File: config.mk
export PLATFORM = sky130hd
export DESIGN_NAME = inst_fetch_ctrl
export DESIGN_NICKNAME = d
export VERILOG_FILES = /design/src/rtl/cpu_fetch_pkg.sv /design/src/rtl/inst_fetch_ctrl.sv
export SDC_FILE = /design/constraint.sdc
export NUM_CORES = 1
export LEC_CHECK = 0
export BUFFER_PORTS_ARGS = -buffer_cell sky130_fd_sc_hd__buf_2
export CAP_MARGIN = 20
export CORE_ASPECT_RATIO = 0.7
export CORE_MARGIN = 2
export CORE_UTILIZATION = 30
export CTS_CLUSTER_SIZE = 25
export DETAILED_ROUTE_END_ITERATION = 16
export PLACE_DENSITY = 0.55
export SLEW_MARGIN = 20
export SYNTH_ARGS = -nofsm -noshare
export SYNTH_HDL_FRONTEND = slang
export SYNTH_SLANG_ARGS = --single-unit
File: constraint.sdc
create_clock -name clk -period 2.4 [get_ports clk]
set_input_delay 0.24 -clock clk [delete_from_list [all_inputs] [get_ports clk]]
set_output_delay 0.24 -clock clk [all_outputs]
set_load 0.005 [all_outputs]
File: src/rtl/cpu_fetch_pkg.sv
// Shared types and constants for the instruction fetch path.
package cpu_fetch_pkg;

    typedef enum logic [1:0] {
        IDLE  = 2'd0,
        READ  = 2'd1,
        DRAIN = 2'd2,
        VALID = 2'd3
    } fetch_state_e;

    localparam int BYTES_PER_WORD = 4;
    localparam int FETCH_LATENCY  = 6;
    localparam int INST_W         = 32;

    // Counter value of the final byte read within a word.
    function automatic logic [1:0] last_byte_idx();
        return 2'(BYTES_PER_WORD - 1);
    endfunction

endpackage

File: src/rtl/inst_fetch_ctrl.sv
// Fetch sequencer: four byte reads from a synchronous byte ROM, assembled
// big-endian into one instruction word and handed over with valid/ready.
module inst_fetch_ctrl
    import cpu_fetch_pkg::*;
#(
    parameter int ADDR_W = 16
) (
    input  logic              clk,
    input  logic              rst,
    input  logic              fetch_req,
    input  logic [31:0]       fetch_pc,
    output logic              fetch_ready,
    input  logic              flush,
    output logic              inst_valid,
    output logic [INST_W-1:0] instruction,
    input  logic              inst_ready,
    output logic              mem_rd_en,
    output logic [ADDR_W-1:0] mem_addr,
    input  logic [7:0]        mem_rd_data,
    output logic              busy
);

    fetch_state_e      state;
    logic [1:0]        cnt;
    logic [ADDR_W-1:0] base;
    logic [INST_W-1:0] word;
    logic              rd_en_q;
    logic              accept;

    // Only the aligned in-range PC bits select a word; the rest alias.
    logic unused_pc_bits;
    assign unused_pc_bits = ^{fetch_pc[31:ADDR_W], fetch_pc[1:0]};

    assign fetch_ready = !flush && (state == IDLE || (state == VALID && inst_ready));
    assign accept      = fetch_req && fetch_ready;

    assign mem_rd_en   = (state == READ);
    assign mem_addr    = (state == READ) ? base + ADDR_W'(cnt) : base;
    assign inst_valid  = (state == VALID);
    assign instruction = word;
    assign busy        = (state != IDLE);

    always_ff @(posedge clk or posedge rst) begin
        if (rst) begin
            state   <= IDLE;
            cnt     <= 2'd0;
            base    <= '0;
            word    <= '0;
            rd_en_q <= 1'b0;
        end else if (flush) begin
            // Clearing rd_en_q drops the byte still in flight from the ROM.
            state   <= IDLE;
            cnt     <= 2'd0;
            rd_en_q <= 1'b0;
        end else begin
            rd_en_q <= mem_rd_en;
            if (rd_en_q)
                word <= {word[INST_W-9:0], mem_rd_data};

            if (accept) begin
                base  <= {fetch_pc[ADDR_W-1:2], 2'b00};
                cnt   <= 2'd0;
                word  <= '0;
                state <= READ;
            end else begin
                case (state)
                    READ: begin
                        cnt <= cnt + 2'd1;
                        if (cnt == last_byte_idx())
                            state <= DRAIN;
                    end
                    DRAIN:   state <= VALID;
                    VALID:   if (inst_ready) state <= IDLE;
                    default: ;
                endcase
            end
        end
    end

endmodule

# After elaboration in Yosys (flattened, before gate mapping)
# Index checks and enable logic that the tools add are counted.
[classes]
n_bitwise = 1
addsub = 2
eq_ne = 6
multipliers = 0
reduce_logical = 13
div_mod_pow = 0
magnitude_cmp = 0
mux = 12
n_shift = 0
[ops]
columns = ["op", "n"]
rows = [
  ["2-to-1 mux 32 bit", 2],
  ["adder 16 x 2 -> 16 bit", 1],
  ["2-to-1 mux 16 bit", 1],
  ["2-to-1 mux 2 bit", 7],
  ["!= test 4 x 2 -> 1 bit, second input constant", 2],
  ["== test 2 bit, second input constant", 3],
  ["one-hot mux 2 bit (3 select lines)", 1],
  ["nonzero test 5 bit", 1],
  ["AND reduction 2 bit", 2],
  ["nonzero test 2 bit", 2],
  ["logical AND 1 bit", 3],
  ["AND reduction 3 bit", 1],
  ["nonzero test 3 bit", 1],
  ["adder 2 x 1 -> 2 bit, second input constant", 1],
  ["== test 2 x 1 -> 1 bit, second input constant", 1],
  ["zero test 2 bit", 1],
  ["zero test 1 bit", 1],
  ["logical OR 1 bit", 1],
  ["2-to-1 mux 1 bit", 1],
  ["inverter 1 bit", 1],
]
[totals]
mem_count = 0
mem_bits_ro = 0
output_inout_bits = 52
latchBits = 0
register_bits = 51
mem_bits_rw = 0

# Longest topological paths before layout
# Gate-level depths: netlist (run 1).
[logic_depth]
ltp_word = 7
mapped_depth = 6
depth_no_buf = 4

# Least setup slack after synthesis (run 1)
# OpenSTA, ideal clock, no wires.
[synth_timing]
path_type = "register to register"
start = "reg state[1]"
end = "reg base[10]"
arrival_ns = 1.325
required_time_ns = 2.273
stages_incl_launch_ff = 5
period_less_slack_ns = 1.452
path_buffers = 1
setup_slack_ns = 0.948
cell_sequence = "dfrtp_1 or2_1 a21oi_4 buf_6 mux2_1"
[synth_between]
elab_chain_cells = 6
word_cells_on_any_way = 7
[synth_rtl]
columns = ["element", "line_no", "text"]
rows = [
  ["start: declaration", "inst_fetch_ctrl.sv:23", "fetch_state_e state;"],
  ["start signal: assignment", "inst_fetch_ctrl.sv:45", "state <= IDLE;"],
  ["start signal: assignment", "inst_fetch_ctrl.sv:52", "state <= IDLE;"],
  ["start signal: assignment", "inst_fetch_ctrl.sv:64", "state <= READ;"],
  ["== test 2 bit", "inst_fetch_ctrl.sv:34", "assign fetch_ready = !flush && (state == IDLE || (state == VALID && inst_ready));"],
  ["logical AND 1 bit", "inst_fetch_ctrl.sv:34", ""],
  ["logical OR 1 bit *", "inst_fetch_ctrl.sv:34", ""],
  ["logical AND 1 bit *", "inst_fetch_ctrl.sv:34", ""],
  ["logical AND 1 bit *", "inst_fetch_ctrl.sv:35", "assign accept = fetch_req && fetch_ready;"],
  ["AND reduction 2 bit (no line) *", "n/a", ""],
  ["end signal: assignment", "inst_fetch_ctrl.sv:61", "base <= {fetch_pc[ADDR_W-1:2], 2'b00};"],
  ["end: declaration", "inst_fetch_ctrl.sv:25", "logic [ADDR_W-1:0] base;"],
]
# Mark *: on every way between the ends. The rest lies on a longest branch, timed or not.
# A chain may end at the register's enable or synchronous reset.

# Final worst setup path (run 1)
[layout_timing]
start = "reg state[1]"
end = "reg base[15]"
# Same word-level chain as after synthesis.

==> metrics.md, run 1 <==
| Metric | Value |
|---|---|
| Count of pins over their slew limit | 0 |
| Routed wire per std cell | 12.9 um |
| Min cycle time layout | 1.77 ns |
| Total Power | ~1.9 mW |
| Synthesized area | 2080 um^2 |
| Site Rows | 25 |
| Worst setup path class | register to register |
| Final wirelength | 4840 um |
| MaxCap Viol Count | 0 |
| Avg Cell Area, Syn | 10.4 um^2 |
| Slew HR | 0.592 |
| Clk sinks | 51 |
| Pwr dens | 714 nW/um^2 |
| Final setup vio count | 0 |
| CTS tree | built |
| Top Ports | 97 |
| IO buf count | 78 |
| Die W | 104 um |
| Hold Path Class | primary input to register |
| Setup slack after layout | 0.629 ns |
| Vias in the first global route | about 1600 |
| Critical Path RT | 2.59 ns |
| CP max stage cell | a21oi_4 |
| Initial detailed-routing violation count | 62 |
| Most common cell after layout, fill and taps aside | buf_2 |
| Synth Instances | 200 |
| Crit path capture type | register |
| CTS Buffer Depth | 2 |
| Final hold slack | around 0.13 ns |
| Largest net degree at the start of global routing | 33 |
| Post-route DRC | 0 |
| Worst-path clk slew | ~0.09 ns |
| Setup Buffers After CTS | 0 |
| Worst-path cell chain | or2_1, a21oi_4, mux2_2 |
| Synthesis-to-layout area growth | 30.2% |
| Design Area, Final | 2710 um^2 |
| Post-synthesis sequential area ratio | 0.613 |
| Cell variety after synth | 24 |
| Layout cells sized above 1 | 0.349 |
| H-tree Lvls | 2 |
| Post-route clock period utilization | 0.738 |
| Worst skew pair latency | ~0.30 ns |
| CP Buf/Inv Count | 0 |
| Clock root buffer | clkbuf_8 |
| Worst IR drop on VDD | about 260 uV |
| DR pass1 iterations | 4 |
| Status | complete, no violations |
| DIE AREA | 7640 um^2 |
| Core Area | 6730 um^2 |
| Nets@finish | around 330 |
| Yosys warnings | 0 |
| F_max | 565 MHz |
| Synthesized flop and latch total | 51 |
| Die height | approximately 74 um |
| Worst Setup Slack post-DPL | between 0.5 and 0.6 ns |
| CTS Buf Count | 5 |
| Leak | between 1 and 1.5 nW |
| Clock Skew | around 0.0067 ns |
| Post-CTS Resized | 0 |
| Routability cong. | 0.749 |
| Fin Setup TNS | 0 ns |
| Final HPWL DP | 3340 um |
| GRT Overall Usage | 0.135 |
| CP Max Fanout | 18 |
| ANT nets after route | 0 |
| Number of diodes | 0 |
| Total number of vias | 1665 |
| Crit path depth | 3 |
| Crit path max-delay family | compound AO/OA/AOI/OAI gates |
| Final Hold Fails | 0 |
| Least-Margin Pin Slew | 0.610 ns |
| Hold Crit Depth | 2 |
| Worst reg2reg path depth | 3 |
| RSZ-0062 raised after global routing | false |
| Crit path arrival time | 1.96 ns |
| Startpoint type of the worst setup path | register |
| Area after DPL | 2570 um^2 |
| Initial Utilization | 0.310 |
| Slowest Stage Delay on Critical Path | 0.52 ns |
| First-pass GRT wire length | 8250 um |
| Mapped Nets | 246 |
| Antenna violations before repair | 0 |
| Total gr overflow | 0 |
| Most frequent cells in the layout | 78 x buf_2, 65 x nand2_1, 51 x dfrtp_1 |
| Via-per-instance ratio | between 4 and 5 |
## power by group
part           switching, mW  total (mW)  internal (mW)
combinational          0.124       0.253          0.129
clock                  0.281       0.698          0.417
sequential            0.0463       0.984          0.938
total                  0.451        1.93           1.48
## final timing paths
kind	end	slack [ns]	start
setup / recovery	base[15]$_DFFE_PP0P_	0.63	state[1]$_DFFE_PP0P_
hold / removal	state[1]$_DFFE_PP0P_	0.13	inst_ready
setup reg to reg	base[15]$_DFFE_PP0P_	0.63	state[1]$_DFFE_PP0P_
hold reg to reg	base[13]$_DFFE_PP0P_	0.48	base[13]$_DFFE_PP0P_
max in group asynchronous	instruction[4]$_DFFE_PP0P_	1.31	rst
min in group asynchronous	instruction[21]$_DFFE_PP0P_	0.46	rst
## worst register-to-register path, stage by stage (launching register included)
cell and delay [ns]:
dfrtp_1 0.44, or2_1 0.30, a21oi_4 0.52, mux2_2 0.41
## synth_stat cells
cell type,n,area [um^2]
a211oi_1,1,7.51
and2_1,3,18.8
nand2b_1,2,12.5
buf_4,3,22.5
a21oi_4,1,16.3
or2_1,1,6.26
nor2_1,1,3.75
nand2_1,65,244
mux2_2,1,11.3
mux2i_1,1,10.0
buf_6,2,22.5
inv_1,1,3.75
nand3_1,1,5.00
ha_1,1,12.5
xnor2_1,1,8.76
buf_2,5,25.0
nor3_1,3,15.0
clkbuf_1,2,7.51
nor2b_1,3,18.8
or2_2,1,6.26
dfrtp_1,51,1280
a21oi_1,35,175
buf_1,2,7.51
mux2_1,13,146
## sequential cells by signal, summed over array words and instances, names as in the netlist
name,count
base,14
instruction,32
rd_en_q,1
cnt,2
state,2
## layout make-up
cell class,count,area (um^2)
Clock buffer,6,72.6
Clock inverter,2,60.1
Fill cell,706,4010
Inverter,1,3.75
Multi-Input combinational cell,134,721
Sequential cell,51,1280
Tap cell,94,118
Timing Repair Buffer,87,460
## what timing repair did
action / in CTS / in global routing
hold buffers: 1 / 0
endpoints found under the hold margin: 16 / 0
setup endpoints to repair: 0 / 0
## kinds of logic after synthesis
| family | synth area share |
|---|---|
| flip-flops | 0.613 |
| buffers and inverters | 0.0426 |
| XOR/XNOR | 0.00420 |
| AND/OR/NAND/NOR | 0.159 |
| adder cells (fa/ha/maj) | 0.00601 |
| multiplexers | 0.0805 |
| AO/OA/AOI/OAI | 0.0955 |
## routing by layer
metal | track usage | share of wire | vias to the layer above
li1 | - | - | 815
met1 | 0.194 | 0.51 | 794
met2 | 0.202 | 0.42 | 54
met3 | 0.0426 | 0.069 | 2
met4 | 0.0270 | 0.0025 | 0
met5 | 0 | 0 | -
## stage by stage
stage | utilization | std cells
after CTS | 0.403 | 375
after global routing | 0.403 | 375
after detailed placement | 0.382 | 366
after global placement | 0.382 | 366
final | 0.403 | 375
after floorplan | - | 200
(Power assumes the default switching activity.)
==> inputs of run 2 (changes only) <==
--- a/config.mk
+++ b/config.mk
@@ -5,6 +5,7 @@
 export SDC_FILE = /design/constraint.sdc
 export NUM_CORES = 1
 export LEC_CHECK = 0
+export ABC_AREA = 1
 export BUFFER_PORTS_ARGS = -buffer_cell sky130_fd_sc_hd__buf_2
 export CAP_MARGIN = 20
 export CORE_ASPECT_RATIO = 0.7
@@ -12,7 +13,7 @@
 export CORE_UTILIZATION = 30
 export CTS_CLUSTER_SIZE = 25
 export DETAILED_ROUTE_END_ITERATION = 16
-export PLACE_DENSITY = 0.55
+export PLACE_DENSITY = 0.53
 export SLEW_MARGIN = 20
 export SYNTH_ARGS = -nofsm -noshare
 export SYNTH_HDL_FRONTEND = slang
==> constraint.sdc (replaced) <==
create_clock -name clk -period 1.8 [get_ports clk]
set_input_delay 0.18 -clock clk [delete_from_list [all_inputs] [get_ports clk]]
set_output_delay 0.18 -clock clk [all_outputs]
set_load 0.005 [all_outputs]
==> metrics.md, run 2 <==
| Metric | Value |
|---|---|
| Status | complete, no violations (unchanged) |
| Post-Synth Simple-Gate Area | 0.344 (was 0.159) |
| Synthesized area | 2420 um^2 (was 2080 um^2) |
| Nets@finish | 434 (was 326) |
| Pwr dens | 942 nW/um^2 (was 714 nW/um^2) |
| Setup Buffers After CTS | 0 (unchanged) |
| Worst setup path class | register to output port (was register to register) |
| Avg Cell Area, Syn | 7.76 um^2 (was 10.4 um^2) |
| Clock root buffer | clkbuf_16 (was clkbuf_8) |
| Top cells by count, synth | 138 x nand2_1, 51 x dfrtp_1, 50 x nand3_1, 38 x inv_1, 7 x buf_2 (was 65 x nand2_1, 51 x dfrtp_1, 35 x a21oi_1, 13 x mux2_1, 5 x buf_2) |
| Post-route DRC | 0 (unchanged) |
| Layout cells sized above 1 | 0.265 (was 0.349) |
| Worst Setup Slack post-DPL | 0.489 ns (was 0.590 ns) |
| CTS Buffer Depth | 2 (unchanged) |
| F_max | 616 MHz |
| First-pass GRT wire length | 10200 um (was 8250 um) |
| Startpoint type of the worst setup path | register (unchanged) |
| Max FFs per register | 32 (unchanged) |
| Met3 usage | 0.0366 (was 0.0426) |
| Post-CTS Resized | 0 (unchanged) |
| Via-per-instance ratio | 4.28 (was 4.44) |
| Crit path arrival time | 1.44 ns (was 1.96 ns) |
| Synthesis-to-layout area growth | 26.2% (was 30.2%) |
| Design Area, Final | 3060 um^2 (was 2710 um^2) |
| Final HPWL DP | 3980 um (was 3340 um) |
| DR pass1 iterations | 4 (unchanged) |
| Count leader, synth | nand2_1 (unchanged) |
| Most common cell after layout, fill and taps aside | nand2_1 (was buf_2) |
| NetSw | 0.793 mW (was 0.451 mW) |
| Clock Skew | 0.00271 ns (was 0.00671 ns) |
| Site Rows | 27 (was 25) |
| Mux contribution to synthesized area | 0 (was 0.0805) |
| IO buf count | 78 (unchanged) |
| Leak | 2.02 nW (was 1.36 nW) |
| Initial detailed-routing violation count | 99 (was 62) |
| Synth Instances | 312 (was 200) |
| Post-route clock period utilization | 0.901 |
| Complex-gate fraction of the synthesized area | 0.00878 (was 0.0955) |
| Top Ports | 97 (unchanged) |
| DIE AREA | 8820 um^2 (was 7640 um^2) |
| Worst-path cell chain | inv_2, nand2_4, a21oi_4, buf_2 (was or2_1, a21oi_4, mux2_2) |
| M1 GR Usage | 0.198 (was 0.194) |
| Total gr overflow | 0 (unchanged) |
| Most used flip-flop cell after synthesis | dfrtp_1 (unchanged) |
| Count of pins over their slew limit | 0 (unchanged) |
| Post-synthesis sequential area ratio | 0.527 (was 0.613) |
| Total number of vias | 2095 (was 1665) |
| Slew HR | 0.599 (was 0.592) |
| Largest family of logic cells by synthesized area | simple AND/OR/NAND/NOR gates (unchanged) |
| Min cycle time layout | ~1.6 ns |
| Top cells by area, synth | dfrtp_1 53%, nand2_1 21%, nand3_1 10%, inv_1 5.9%, buf_6 2.3% (was dfrtp_1 61%, nand2_1 12%, a21oi_1 8.4%, mux2_1 7.0%, buf_2 1.2%) |
| FF-to-FF setup slack | 0.55 ns (was 0.63 ns) |
| Crit path capture type | output port (was register) |
| GR peak layer | met2 (unchanged) |
| Number of diodes | 0 (unchanged) |
| Clk sinks | 51 (unchanged) |
| Synth top area share | 0.527 (was 0.613) |
| CP Max Fanout | 15 (was 18) |
| Worst skew pair latency | 0.28 ns (was 0.30 ns) |
| Routed wire per std cell | 11.9 um (was 12.9 um) |
| Hold Path Class | primary input to register (unchanged) |
| Initial Utilization | 0.309 (was 0.310) |
| Crit path max-delay family | flip-flops (was compound AO/OA/AOI/OAI gates) |
| Yosys warnings | 0 (unchanged) |
| ANT nets after route | 0 (unchanged) |
| Synthesized flop and latch total | 51 (unchanged) |
| Fin util | 0.390 (was 0.403) |
| Antenna violations before repair | 0 (unchanged) |
| Die height | 79.2 um (was 73.7 um) |
| Final setup vio count | 0 (unchanged) |
| Cell Int Power | 2.09 mW (was 1.48 mW) |
| Part of the power in combinational logic | 0.182 (was 0.131) |
| Met2 Track Usage GR | 0.229 (was 0.202) |
| Vias in the first global route | 2108 (was 1618) |
| Area after DPL | 2890 um^2 (was 2570 um^2) |
| Least-Margin Pin Slew | 0.601 ns (was 0.610 ns) |
| Final wirelength | 5850 um (was 4840 um) |
| Routability cong. | 0.736 (was 0.749) |
| Slowest Stage Delay on Critical Path | 0.44 ns (was 0.52 ns) |
| Xor-xnor portion of the synthesized cell area | 0 (was 0.00420) |
| Die W | 111 um (was 104 um) |
| CTS tree | built (unchanged) |
| Worst IR drop on VDD | 395 uV (was 256 uV) |
| Area share of fa/ha/maj cells after synthesis | 0.00517 (was 0.00601) |
| Ys async rst share | 1.00 (unchanged) |
| GRT Overall Usage | 0.144 (was 0.135) |
| Most frequent cells in the layout | 138 x nand2_1, 78 x buf_2, 51 x dfrtp_1 (was 78 x buf_2, 65 x nand2_1, 51 x dfrtp_1) |
| Sequential share of power | 0.471 (was 0.509) |
| H-tree Lvls | 2 (unchanged) |
| Final Hold Fails | 0 (unchanged) |
| MaxCap Viol Count | 0 (unchanged) |
| Critical Path RT | 1.62 ns (was 2.59 ns) |
| CP max stage cell | dfrtp_1 (was a21oi_4) |
| RSZ-0062 raised after global routing | false (unchanged) |
| CTS Buf Count | 5 (unchanged) |
| Largest net degree at the start of global routing | 36 (was 33) |
| Leading area contributor after synthesis | dfrtp_1 (unchanged) |
| Mapped Nets | 358 (was 246) |
| CP Buf/Inv Count | 2 (was 0) |
| EDFF count, synth | 0 (unchanged) |
| Setup slack after layout | 0.177 ns (was 0.629 ns) |
| Worst-path clk slew | 0.07 ns (was 0.09 ns) |
| Sw Ratio | 0.275 (was 0.233) |
| Core Area | 7840 um^2 (was 6730 um^2) |
| Cell variety after synth | 16 (was 24) |
| Fin Setup TNS | 0 ns (unchanged) |
| # hold bufs at CTS | 1 (unchanged) |
| Clk pwr share | 0.347 (was 0.361) |
-- run 2: power groups by stage --
stage               Clock, mW  Combinational (mW)  Sequential [mW]
floorplan                   0               0.302             1.38
global placement            0               0.526             1.38
detailed placement          0               0.531             1.38
CTS                      1.04               0.535             1.36
global route             1.08               0.609             1.37
finish                   1.00               0.523             1.35
-- run 2: routing by layer --
metal	up-vias	share of wire	wire length, um
met2	42	0.43	2500
met4	0	0.0074	43
met5	-	0	0
met1	954	0.52	3020
li1	1097	-	-
met3	2	0.050	290
-- run 2: stage by stage --
step | hold slack, ns | cells | total power [mW]
after global routing | 0.124 | 490 | 3.06
after global placement | 0.287 | 481 | 1.90
final | 0.118 | 490 | 2.88
after CTS | 0.113 | 490 | 2.93
after detailed placement | 0.298 | 481 | 1.91
after floorplan | 0.269 | 312 | 1.68
-- run 2: cells by family (layout without fill, tap and decap cells) --
group,Yosys count,in the layout
flip-flops,51,51
AO/OA/AOI/OAI,2,2
AND/OR/NAND/NOR,198,198
buffers and inverters,60,137
adder cells (fa/ha/maj),1,1
-- run 2: worst reg2reg max path, delay by kind of cell (launching register included) --
family                 cells  cell delay, ns
DFF                        1            0.51
buffers and inverters      2            0.41
and+or+nand+nor            3            0.29
-- run 2: worst paths after layout --
kind / startpoint / end / depth (start not counted)
hold / removal: fetch_pc[6] / base[6]$_DFFE_PP0P_ / 3
max in group asynchronous: rst / instruction[15]$_DFFE_PP0P_ / 4
setup / recovery: state[1]$_DFFE_PP0P_ / fetch_ready / 4
setup reg to reg: rd_en_q$_DFF_PP0_ / instruction[27]$_DFFE_PP0P_ / 5
min in group asynchronous: rst / instruction[2]$_DFFE_PP0P_ / 3
hold reg to reg: base[5]$_DFFE_PP0P_ / base[5]$_DFFE_PP0P_ / 2
-- run 2: cell type report --
class                      instances  area, um^2
fill                             859        4780
inverter                          42         158
sequential                        51        1280
clock buffer                       8         156
timing repair buffer              87         473
multi-input combinational        201         867
tap                              101         126
